### src/rtl/unary_add_seq.sv
// rtl/unary_add_seq.sv - sequencer driving an 8-bit unary adder core through clear, write and read phases
module unary_add_seq #(
  parameter int WIDTH       = 8,
  parameter int READ_CYCLES = 256
) (
  input  logic             clk,
  input  logic             rst,
  input  logic             req_valid,
  output logic             req_ready,
  input  logic [WIDTH-1:0] op_a,
  input  logic [WIDTH-1:0] op_b,
  output logic             res_valid,
  input  logic             res_ready,
  output logic [WIDTH:0]   res_sum,
  output logic             res_ovf,
  output logic             busy,
  output logic             add_rst_n,
  output logic             add_en,
  output logic             add_a,
  output logic             add_b,
  output logic             add_rw,
  input  logic             add_dout,
  input  logic             add_c
);

  // Read counter must hold READ_CYCLES-1 without wrapping.
  localparam int RCW = $clog2(READ_CYCLES + 1);

  typedef enum logic [2:0] {
    S_IDLE,
    S_CLEAR,
    S_WR_HI,
    S_WR_LO,
    S_READ,
    S_DONE
  } state_t;

  state_t           state_q, state_d;
  logic [WIDTH-1:0] op_a_q, op_a_d;
  logic [WIDTH-1:0] op_b_q, op_b_d;
  logic [WIDTH-1:0] n_q, n_d;
  logic [WIDTH-1:0] idx_q, idx_d;
  logic [RCW-1:0]   rd_cnt_q, rd_cnt_d;
  logic [WIDTH:0]   sum_q, sum_d;
  logic             ovf_q, ovf_d;
  logic             add_rst_n_q, add_rst_n_d;
  logic             add_en_q, add_en_d;
  logic             add_a_q, add_a_d;
  logic             add_b_q, add_b_d;
  logic             add_rw_q, add_rw_d;
  logic [WIDTH:0]   idx_inc;

  // Index increment is one bit wider so n = 2**WIDTH-1 cannot wrap before the exit compare.
  assign idx_inc = {1'b0, idx_q} + {{WIDTH{1'b0}}, 1'b1};

  // Next-state logic; core drive values are derived from the next state so they register in step with it.
  always_comb begin
    state_d     = state_q;
    op_a_d      = op_a_q;
    op_b_d      = op_b_q;
    n_d         = n_q;
    idx_d       = idx_q;
    rd_cnt_d    = rd_cnt_q;
    sum_d       = sum_q;
    ovf_d       = ovf_q;
    add_rst_n_d = 1'b1;
    add_en_d    = 1'b0;
    add_a_d     = 1'b0;
    add_b_d     = 1'b0;
    add_rw_d    = 1'b0;

    case (state_q)
      S_IDLE: begin
        if (req_valid) begin
          op_a_d  = op_a;
          op_b_d  = op_b;
          n_d     = (op_a > op_b) ? op_a : op_b;
          sum_d   = '0;
          ovf_d   = 1'b0;
          state_d = S_CLEAR;
        end
      end
      S_CLEAR: begin
        ovf_d    = ovf_q | add_c;
        idx_d    = '0;
        rd_cnt_d = '0;
        state_d  = (n_q != '0) ? S_WR_HI : S_READ;
      end
      S_WR_HI: begin
        ovf_d   = ovf_q | add_c;
        state_d = S_WR_LO;
      end
      S_WR_LO: begin
        ovf_d   = ovf_q | add_c;
        idx_d   = idx_inc[WIDTH-1:0];
        state_d = (idx_inc < {1'b0, n_q}) ? S_WR_HI : S_READ;
      end
      S_READ: begin
        ovf_d    = ovf_q | add_c;
        rd_cnt_d = rd_cnt_q + RCW'(1);
        if (add_dout && (sum_q != '1)) begin
          sum_d = sum_q + {{WIDTH{1'b0}}, 1'b1};
        end
        if (rd_cnt_q == RCW'(READ_CYCLES - 1)) begin
          state_d = S_DONE;
        end
      end
      S_DONE: begin
        if (res_ready) begin
          state_d = S_IDLE;
        end
      end
      default: state_d = S_IDLE;
    endcase

    case (state_d)
      S_CLEAR: add_rst_n_d = 1'b0;
      S_WR_HI: begin
        add_en_d = 1'b1;
        add_a_d  = (idx_d < op_a_d);
        add_b_d  = (idx_d < op_b_d);
      end
      S_WR_LO: add_en_d = 1'b1;
      S_READ: begin
        add_en_d = 1'b1;
        add_rw_d = 1'b1;
      end
      default: ;
    endcase
  end

  // State, datapath and registered core drive, cleared by synchronous reset.
  always_ff @(posedge clk) begin
    if (rst) begin
      state_q     <= S_IDLE;
      op_a_q      <= '0;
      op_b_q      <= '0;
      n_q         <= '0;
      idx_q       <= '0;
      rd_cnt_q    <= '0;
      sum_q       <= '0;
      ovf_q       <= 1'b0;
      add_rst_n_q <= 1'b0;
      add_en_q    <= 1'b0;
      add_a_q     <= 1'b0;
      add_b_q     <= 1'b0;
      add_rw_q    <= 1'b0;
    end else begin
      state_q     <= state_d;
      op_a_q      <= op_a_d;
      op_b_q      <= op_b_d;
      n_q         <= n_d;
      idx_q       <= idx_d;
      rd_cnt_q    <= rd_cnt_d;
      sum_q       <= sum_d;
      ovf_q       <= ovf_d;
      add_rst_n_q <= add_rst_n_d;
      add_en_q    <= add_en_d;
      add_a_q     <= add_a_d;
      add_b_q     <= add_b_d;
      add_rw_q    <= add_rw_d;
    end
  end

  assign req_ready = (state_q == S_IDLE);
  assign busy      = (state_q != S_IDLE);
  assign res_valid = (state_q == S_DONE);
  assign res_sum   = sum_q;
  assign res_ovf   = ovf_q;
  assign add_rst_n = add_rst_n_q;
  assign add_en    = add_en_q;
  assign add_a     = add_a_q;
  assign add_b     = add_b_q;
  assign add_rw    = add_rw_q;

endmodule

### config.mk
export PLATFORM = sky130hd
export DESIGN_NAME = unary_add_seq
export DESIGN_NICKNAME = d
export VERILOG_FILES = /design/src/rtl/unary_add_seq.sv
export SDC_FILE = /design/constraint.sdc
export NUM_CORES = 1
export LEC_CHECK = 0
export CORE_MARGIN = 2
export CORE_UTILIZATION = 28
export CTS_BUF_LIST = sky130_fd_sc_hd__clkbuf_8 sky130_fd_sc_hd__clkbuf_16
export DETAILED_ROUTE_END_ITERATION = 7
export GPL_TIMING_DRIVEN = 0
export SLEW_MARGIN = 20
export SYNTH_ARGS = -nofsm -noshare
export SYNTH_HDL_FRONTEND = slang
export SYNTH_SLANG_ARGS = --single-unit
### constraint.sdc
create_clock -name clk -period 3.22 [get_ports clk]
set_clock_uncertainty 0.1 [all_clocks]
set_input_delay 0.322 -clock clk [delete_from_list [all_inputs] [get_ports clk]]
set_output_delay 0.322 -clock clk [all_outputs]
set_load 0.02 [all_outputs]
==> results of run 1 <==
critical path: stages:
cell and delay [ns]:
clkdlybuf4s50_1 0.52, nor4b_4 0.51, clkbuf_1 0.54, mux2i_1 0.32
ha_1 0.28, o21a_1 0.10, o31ai_1 0.09, a211oi_1 0.13
nor4_1 0.21
sequential cells by signal (all words and copies together) (netlist names), 3 cells and up:
name      cells
rd_cnt_q      9
op_a_q        8
res_sum       9
state_q       3
idx_q         8
n_q           8
op_b_q        8
power by group:
group          switching, uW  total (uW)  internal [uW]  leakage (uW)
Clock                    311         836            525      0.000140
Sequential              29.8         819            789      0.000481
Combinational            297         508            211       0.00107
Total                    638        2160           1520       0.00169
logic make-up (layout without fill, tap and decap cells):
family	count (synthesis)	in the layout
AOI/OAI and AO/OA	92	92
muxes	20	20
DFF	59	59
adders and majority gates	34	34
xor gates and xnor gates	9	9
buffers and inverters	36	89
and+or+nand+nor	151	151
layout by cell type (no fill, tap or decap), drive strengths merged, types with 2 or more instances in the layout:
cell type | Yosys | routed
nand2b | 9 | 9
nand3 | 10 | 10
nand2 | 22 | 22
nor3b | 2 | 2
nor3 | 7 | 7
buf | 4 | 4
o211ai | 2 | 2
a21oi | 26 | 26
o21ai | 26 | 26
clkbuf | 12 | 22
inv | 20 | 22
clkinv | 0 | 3
o21bai | 8 | 8
nor2b | 11 | 11
a22o | 3 | 3
ha | 34 | 34
dfxtp | 59 | 59
a211oi | 2 | 2
or3 | 13 | 13
a22oi | 2 | 2
o21a | 4 | 4
clkdlybuf4s50 | 0 | 38
o221ai | 2 | 2
mux2i | 19 | 19
or2 | 2 | 2
nand3b | 5 | 5
xor2 | 5 | 5
nand4 | 8 | 8
a31oi | 11 | 11
nor2 | 52 | 52
and3 | 3 | 3
a21o | 2 | 2
xnor2 | 4 | 4
or4 | 2 | 2
cell type report:
type                       instances  area, um^2  area share (%)
multi-input combinational        306        2040            48.8
sequential                        59        1180            28.2
timing repair buffer              38         380            9.08
clock buffer                      10         239            5.70
tap                              147         184            4.39
inverter                          20        75.1            1.79
buffer                            16        63.8            1.52
clock inverter                     5        22.5           0.537
worst max-delay path by stage:
stage | start | to | slack (ns) | cells past startpoint
floorplan | state_q[1] | add_a | 0.85 | 8
global placement | req_valid | add_b | -0.02 | 9
detailed placement | req_valid | add_b | -0.02 | 9
CTS | req_valid | add_b | 0.28 | 9
global route | req_valid | add_b | 0.09 | 9
finish | req_valid | add_b | 0.31 | 9
stage by stage:
step	instances	utilization (%)	cell area [um^2]	hold slack [ns]	worst slack (ns)
floorplan	401	-	3360	0.354	0.845
global placement	586	33.1	3930	0.351	-0.0156
detailed placement	586	33.1	3930	0.364	-0.0151
CTS	601	35.3	4190	0.376	0.280
global route	601	35.3	4190	0.418	0.0926
finish	601	35.3	4190	0.367	0.309
metal layers:
metal  vias to the layer above  wire length [um]  track usage (%)
li1                       1525                 -                -
met1                      1364              4080             17.7
met2                        51              3540             20.4
met3                         9               291             3.13
met4                         0               121             4.15
met5                         -                 0                0
==> flow_metrics.tcl, run 1 <==
set metrics [dict create \
    cts_buffer_depth 2 \
    fillerInstances 1224 \
    yosys.area_share.adder_pct 12.6 \
    firstDrtPassIters 4 \
    setup_viol 0 \
    slew_violations 0 \
    arrival_ns 3.03 \
    synth-seq-cells 59 \
    drc 0 \
    yosysWarnings 0 \
    synth_top_area_cell "dfxtp_1" \
    synth_area_leaders "dfxtp_1 (35%), ha_1 (13%), nor2_1 (5.8%), mux2i_1 (5.7%), a21oi_1 (3.9%)" \
    clock-sinks 59 \
    ir_drop_v 0.000245 \
    synth.most_common_cell "dfxtp_1" \
    post_cts_buffers 0 \
    reg2reg_from "state_q[1]" \
    crit_fanout 10 \
    yosys-top-cells-count "dfxtp_1 (59), nor2_1 (52), ha_1 (34)" \
    path_clk_slew_ns 0.05 \
    synth_top_area_share_pct 35.1 \
    drt_iter0_drc 112 \
    hold-path-cell-count 2 \
    viasPerCell 4.91 \
    max_cap_violations 0 \
    io_buffers 38 \
    cts_tree "yes" \
    rsz0062_at_grt "no" \
    antenna_found_initial 0 \
    dr_total_vias 2949 \
    synth_cell_types 46 \
    hp-class "flop to flop" \
    total_power_uw 2160 \
    routedWlPerCell_um 13.4 \
    dieArea_um2 12900 \
    cp-end-kind "flop" \
    setup-tns-final_ns 0 \
    place_congestion 0.812 \
    diodes 0 \
    synth_edf_count 0 \
    wirelength_mm 8.03 \
    min_period_ns 2.91 \
    grt_pass1_vias 2888 \
    synth_flop_cell "dfxtp_1" \
    synth_compound_area_share_pct 16.7 \
    rr_endpoint "add_b" \
    dieHeight_um 114 \
    nNetsFinal 506 \
    die_x_um 114 \
    clkLatencyLatePin_ns 0.32 \
    io_pins 40 \
    ys_seq_area_share_pct 35.1 \
    globalRouteOverflowTotal 0 \
    synth.mux.area_fraction_pct 5.99 \
    hold_start "res_ovf" \
    syn-cell-area_um2 3360 \
    synth_xor_xnor_area_share_pct 2.34 \
    grt_usage_pct 13.0 \
    core_um2 11900 \
    final_layout_size_suffix_gt1_share_pct 4.63 \
    syn_area_per_cell_um2 8.39 \
    synthCells 401 \
    worst_pin_slew_ns 0.596 \
    required_ns 3.34 \
    cts_made_buffers 9 \
    syn_nets 457 \
    reg2reg_depth 9 \
    drtAntennaViolNets 0 \
    p_leak_uw 0.00169 \
    r2r_slack_ns 0.37 \
    place_hpwl_mm 6.30 \
    grt_start_max_net_pins 11 \
    cts.hold.buffers_added 0 \
    synthSimpleGateAreaFrac_pct 23.1 \
    synthToLayoutAreaGrowth_pct 24.5 \
    cts_resized 0 \
    status "finished clean" \
    hold_viol_final 0 \
    root_buffer "clkbuf_16" \
    timing.fmax_mhz 344 \
    htree_num_levels 3 \
    critPathLaunchType "primary input" \
    min_to "res_ovf" \
    initial_utilization_pct 28.4 \
    row_count 40 \
    slew_headroom_pct 59.9 \
    async_reset_ff_share_pct 0 \
    synth_top_family_by_area "simple AND/OR/NAND/NOR gates" \
    grt_pass1_wl_mm 13.6 \
    p_per_area_nw_per_um2 516 \
    critPathKind "primary input to flop" \
    finalCritPeriodShare_pct 90.4 \
]
No activity file was read; power rests on OpenSTA's default activity.
==> inputs of run 2 (changes only) <==
--- a/config.mk
+++ b/config.mk
@@ -5,6 +5,7 @@
 export SDC_FILE = /design/constraint.sdc
 export NUM_CORES = 1
 export LEC_CHECK = 0
+export ABC_CLOCK_PERIOD_IN_PS = 3220
 export CORE_MARGIN = 2
 export CORE_UTILIZATION = 28
 export CTS_BUF_LIST = sky130_fd_sc_hd__clkbuf_8 sky130_fd_sc_hd__clkbuf_16
==> results of run 2 <==
Final layout, timing and power as in run 1 (identical DEF).
==> inputs of run 3 (changes only) <==
--- a/config.mk
+++ b/config.mk
@@ -5,12 +5,15 @@
 export SDC_FILE = /design/constraint.sdc
 export NUM_CORES = 1
 export LEC_CHECK = 0
+export ABC_AREA = 1
 export ABC_CLOCK_PERIOD_IN_PS = 3220
 export CORE_MARGIN = 2
-export CORE_UTILIZATION = 28
+export CORE_UTILIZATION = 56
 export CTS_BUF_LIST = sky130_fd_sc_hd__clkbuf_8 sky130_fd_sc_hd__clkbuf_16
+export CTS_CLUSTER_SIZE = 16
 export DETAILED_ROUTE_END_ITERATION = 7
 export GPL_TIMING_DRIVEN = 0
+export PLACE_DENSITY = 0.8
 export SLEW_MARGIN = 20
 export SYNTH_ARGS = -nofsm -noshare
 export SYNTH_HDL_FRONTEND = slang
==> run 3 against run 2 <==
Against the previous run: utilization up 35 points; power up 14%; final cell count up 4.7%; register-to-register slack better by 0.41 ns; critical path depth up 3; die area down 47%; critical endpoint unchanged; clock-buffer cell count up 1.
==> flow_metrics.tcl, run 3 <==
set metrics [dict create \
    synthCells 500 \
    slowest_stage "dfxtp_1" \
    clock-sinks 59 \
    hp-class "primary input to flop" \
    crit_family "simple AND/OR/NAND/NOR gates" \
    clkLatencyLatePin_ns 0.34 \
    path_clk_slew_ns 0.07 \
    slew_violations 0 \
    diodes 0 \
    cp-end-kind "flop" \
    final_layout_size_suffix_gt1_share_pct 7.58 \
    crit_top_cell "nand2_1" \
    ys_seq_area_share_pct 34.0 \
    post-route-util_pct 70.1 \
    grt_usage_pct 25.7 \
    final_cell_mix "nand2_1 (128), inv_1 (71), a21oi_1 (63), nor2_1 (62), dfxtp_1 (59)" \
    grt_pass1_vias 3087 \
    critPathKind "flop to flop" \
    cts_tree "yes" \
    cts_buffer_depth 2 \
    dieArea_um2 6850 \
    viasPerCell 5.15 \
    io_pins 40 \
    arrival_ns 2.60 \
    wirelength_mm 7.91 \
    synth_top_area_cell "dfxtp_1" \
    drt_iter0_drc 167 \
    drc 0 \
    htree_num_levels 3 \
    grt_pass1_wl_mm 13.4 \
    firstDrtPassIters 4 \
    synth.most_common_cell "nand2_1" \
    globalRouteOverflowTotal 0 \
    worst_pin_slew_ns 0.552 \
    yosysWarnings 0 \
    cts_resized 0 \
    p_per_area_nw_per_um2 590 \
    max_stage_delay_ns 0.43 \
    cts.hold.buffers_added 0 \
    routedWlPerCell_um 12.6 \
    post_cts_buffers 0 \
    setup-tns-final_ns 0 \
    timing.fmax_mhz 410 \
    syn-cell-area_um2 3470 \
    synth_area_leaders "dfxtp_1 (34%), nand2_1 (14%), ha_1 (12%), a21oi_1 (9.1%), inv_1 (7.6%)" \
    finalCritPeriodShare_pct 75.7 \
    dieHeight_um 82.8 \
    whs_ns 0.298 \
    status "finished clean" \
    grt_start_max_net_pins 11 \
    cp.buffers_inverters 0 \
    root_buffer "clkbuf_8" \
    slew_headroom_pct 63.2 \
    ir_drop_v 0.000496 \
    drtAntennaViolNets 0 \
    async_reset_ff_share_pct 0 \
    place_congestion 0.877 \
    synth_cell_types 35 \
    synth_top_area_share_pct 34.0 \
    rsz0062_at_grt "no" \
    cts_made_buffers 9 \
    core_um2 5960 \
    nNetsFinal 605 \
    final_common_cell "nand2_1" \
    synth_flop_cell "dfxtp_1" \
    critPathLaunchType "flop" \
    syn_nets 556 \
    synth_edf_count 0 \
    synth-seq-cells 59 \
    antenna_found_initial 0 \
    dr_total_vias 3239 \
    hold_viol_final 0 \
    setup_viol 0 \
    p_leak_uw 0.00200 \
    io_buffers 38 \
    row_count 28 \
    path_cells "ha_1 -> nand2_1 -> nor3_1 -> xor2_1 -> nand2_1 -> nand2_1 -> ha_1 -> nand2_1 -> nor2_1 -> a211oi_1 -> nand4_1 -> nor2_1" \
    synthToLayoutAreaGrowth_pct 20.2 \
    initial_utilization_pct 58.3 \
    min_period_ns 2.44 \
    max_cap_violations 0 \
    syn_area_per_cell_um2 6.95 \
    die_x_um 82.8 \
    required_ns 3.38 \
    place_hpwl_mm 6.20 \
    crit_fanout 5 \
    yosys-top-cells-count "nand2_1 (128), inv_1 (70), a21oi_1 (63)" \
]
==> run 3: cell types whose count changed after synthesis, sizes merged, moves of 7 or more <==
cell    delta
mux2i     -19
inv       +54
nand2b     -9
a21oi     +38
clkbuf     -7
nand2    +113
nor2      +16
o21ai     -20
or3       -13
nor2b     -11
a31oi     -11
==> run 3: final timing paths <==
kind / startpoint / to / slack [ns] / depth (start not counted)
hold reg to reg: rd_cnt_q[7] / rd_cnt_q[7] / 0.37 / 2
setup reg to reg: idx_q[0] / add_b / 0.78 / 12
setup / recovery: idx_q[0] / add_b / 0.78 / 12
hold / removal: rst / rd_cnt_q[5] / 0.30 / 2
==> run 3: logic make-up after synthesis <==
group                      synth area share [%]
and+or+nand+nor                            29.3
AOI/OAI and AO/OA                          12.8
DFF                                        34.0
buffers and inverters                      9.98
adders and majority gates                  12.2
xor gates and xnor gates                   1.73
==> run 3: area by class of cell <==
| cell class | instances | area, um^2 |
|---|---|---|
| multi-input combinational | 356 | 1950 |
| fill | 524 | 1780 |
| sequential | 59 | 1180 |
| timing repair buffer | 38 | 380 |
| inverter | 75 | 284 |
| clock buffer | 11 | 151 |
| tap | 75 | 93.8 |
| clock inverter | 5 | 76.3 |
| buffer | 10 | 62.6 |
==> run 3: routing by layer <==
layer / track usage (%) / share of wire, % / vias to the layer above / routed length, um
met5: 0 / 0 / - / 0
met4: 8.85 / 1.5 / 0 / 119
met3: 4.89 / 3.9 / 13 / 305
met2: 45.6 / 49 / 71 / 3880
met1: 30.9 / 46 / 1450 / 3600
li1: - / - / 1705 / -
==> run 3: report_power, final <==
group | total (uW) | internal [uW] | switching, uW
sequential | 865 | 816 | 48.3
combinational | 832 | 306 | 526
clock | 767 | 474 | 293
total | 2460 | 1600 | 868
==> run 3: per-stage QoR <==
step                setup slack [ns]  total power (uW)  cells  area, um^2
global route                   0.543              2620    629        4180
detailed placement             0.473              1700    613        3950
finish                         0.783              2460    629        4180
floorplan                       1.10              1450    500        3470
global placement               0.539              1680    613        3950
CTS                            0.783              2470    629        4180
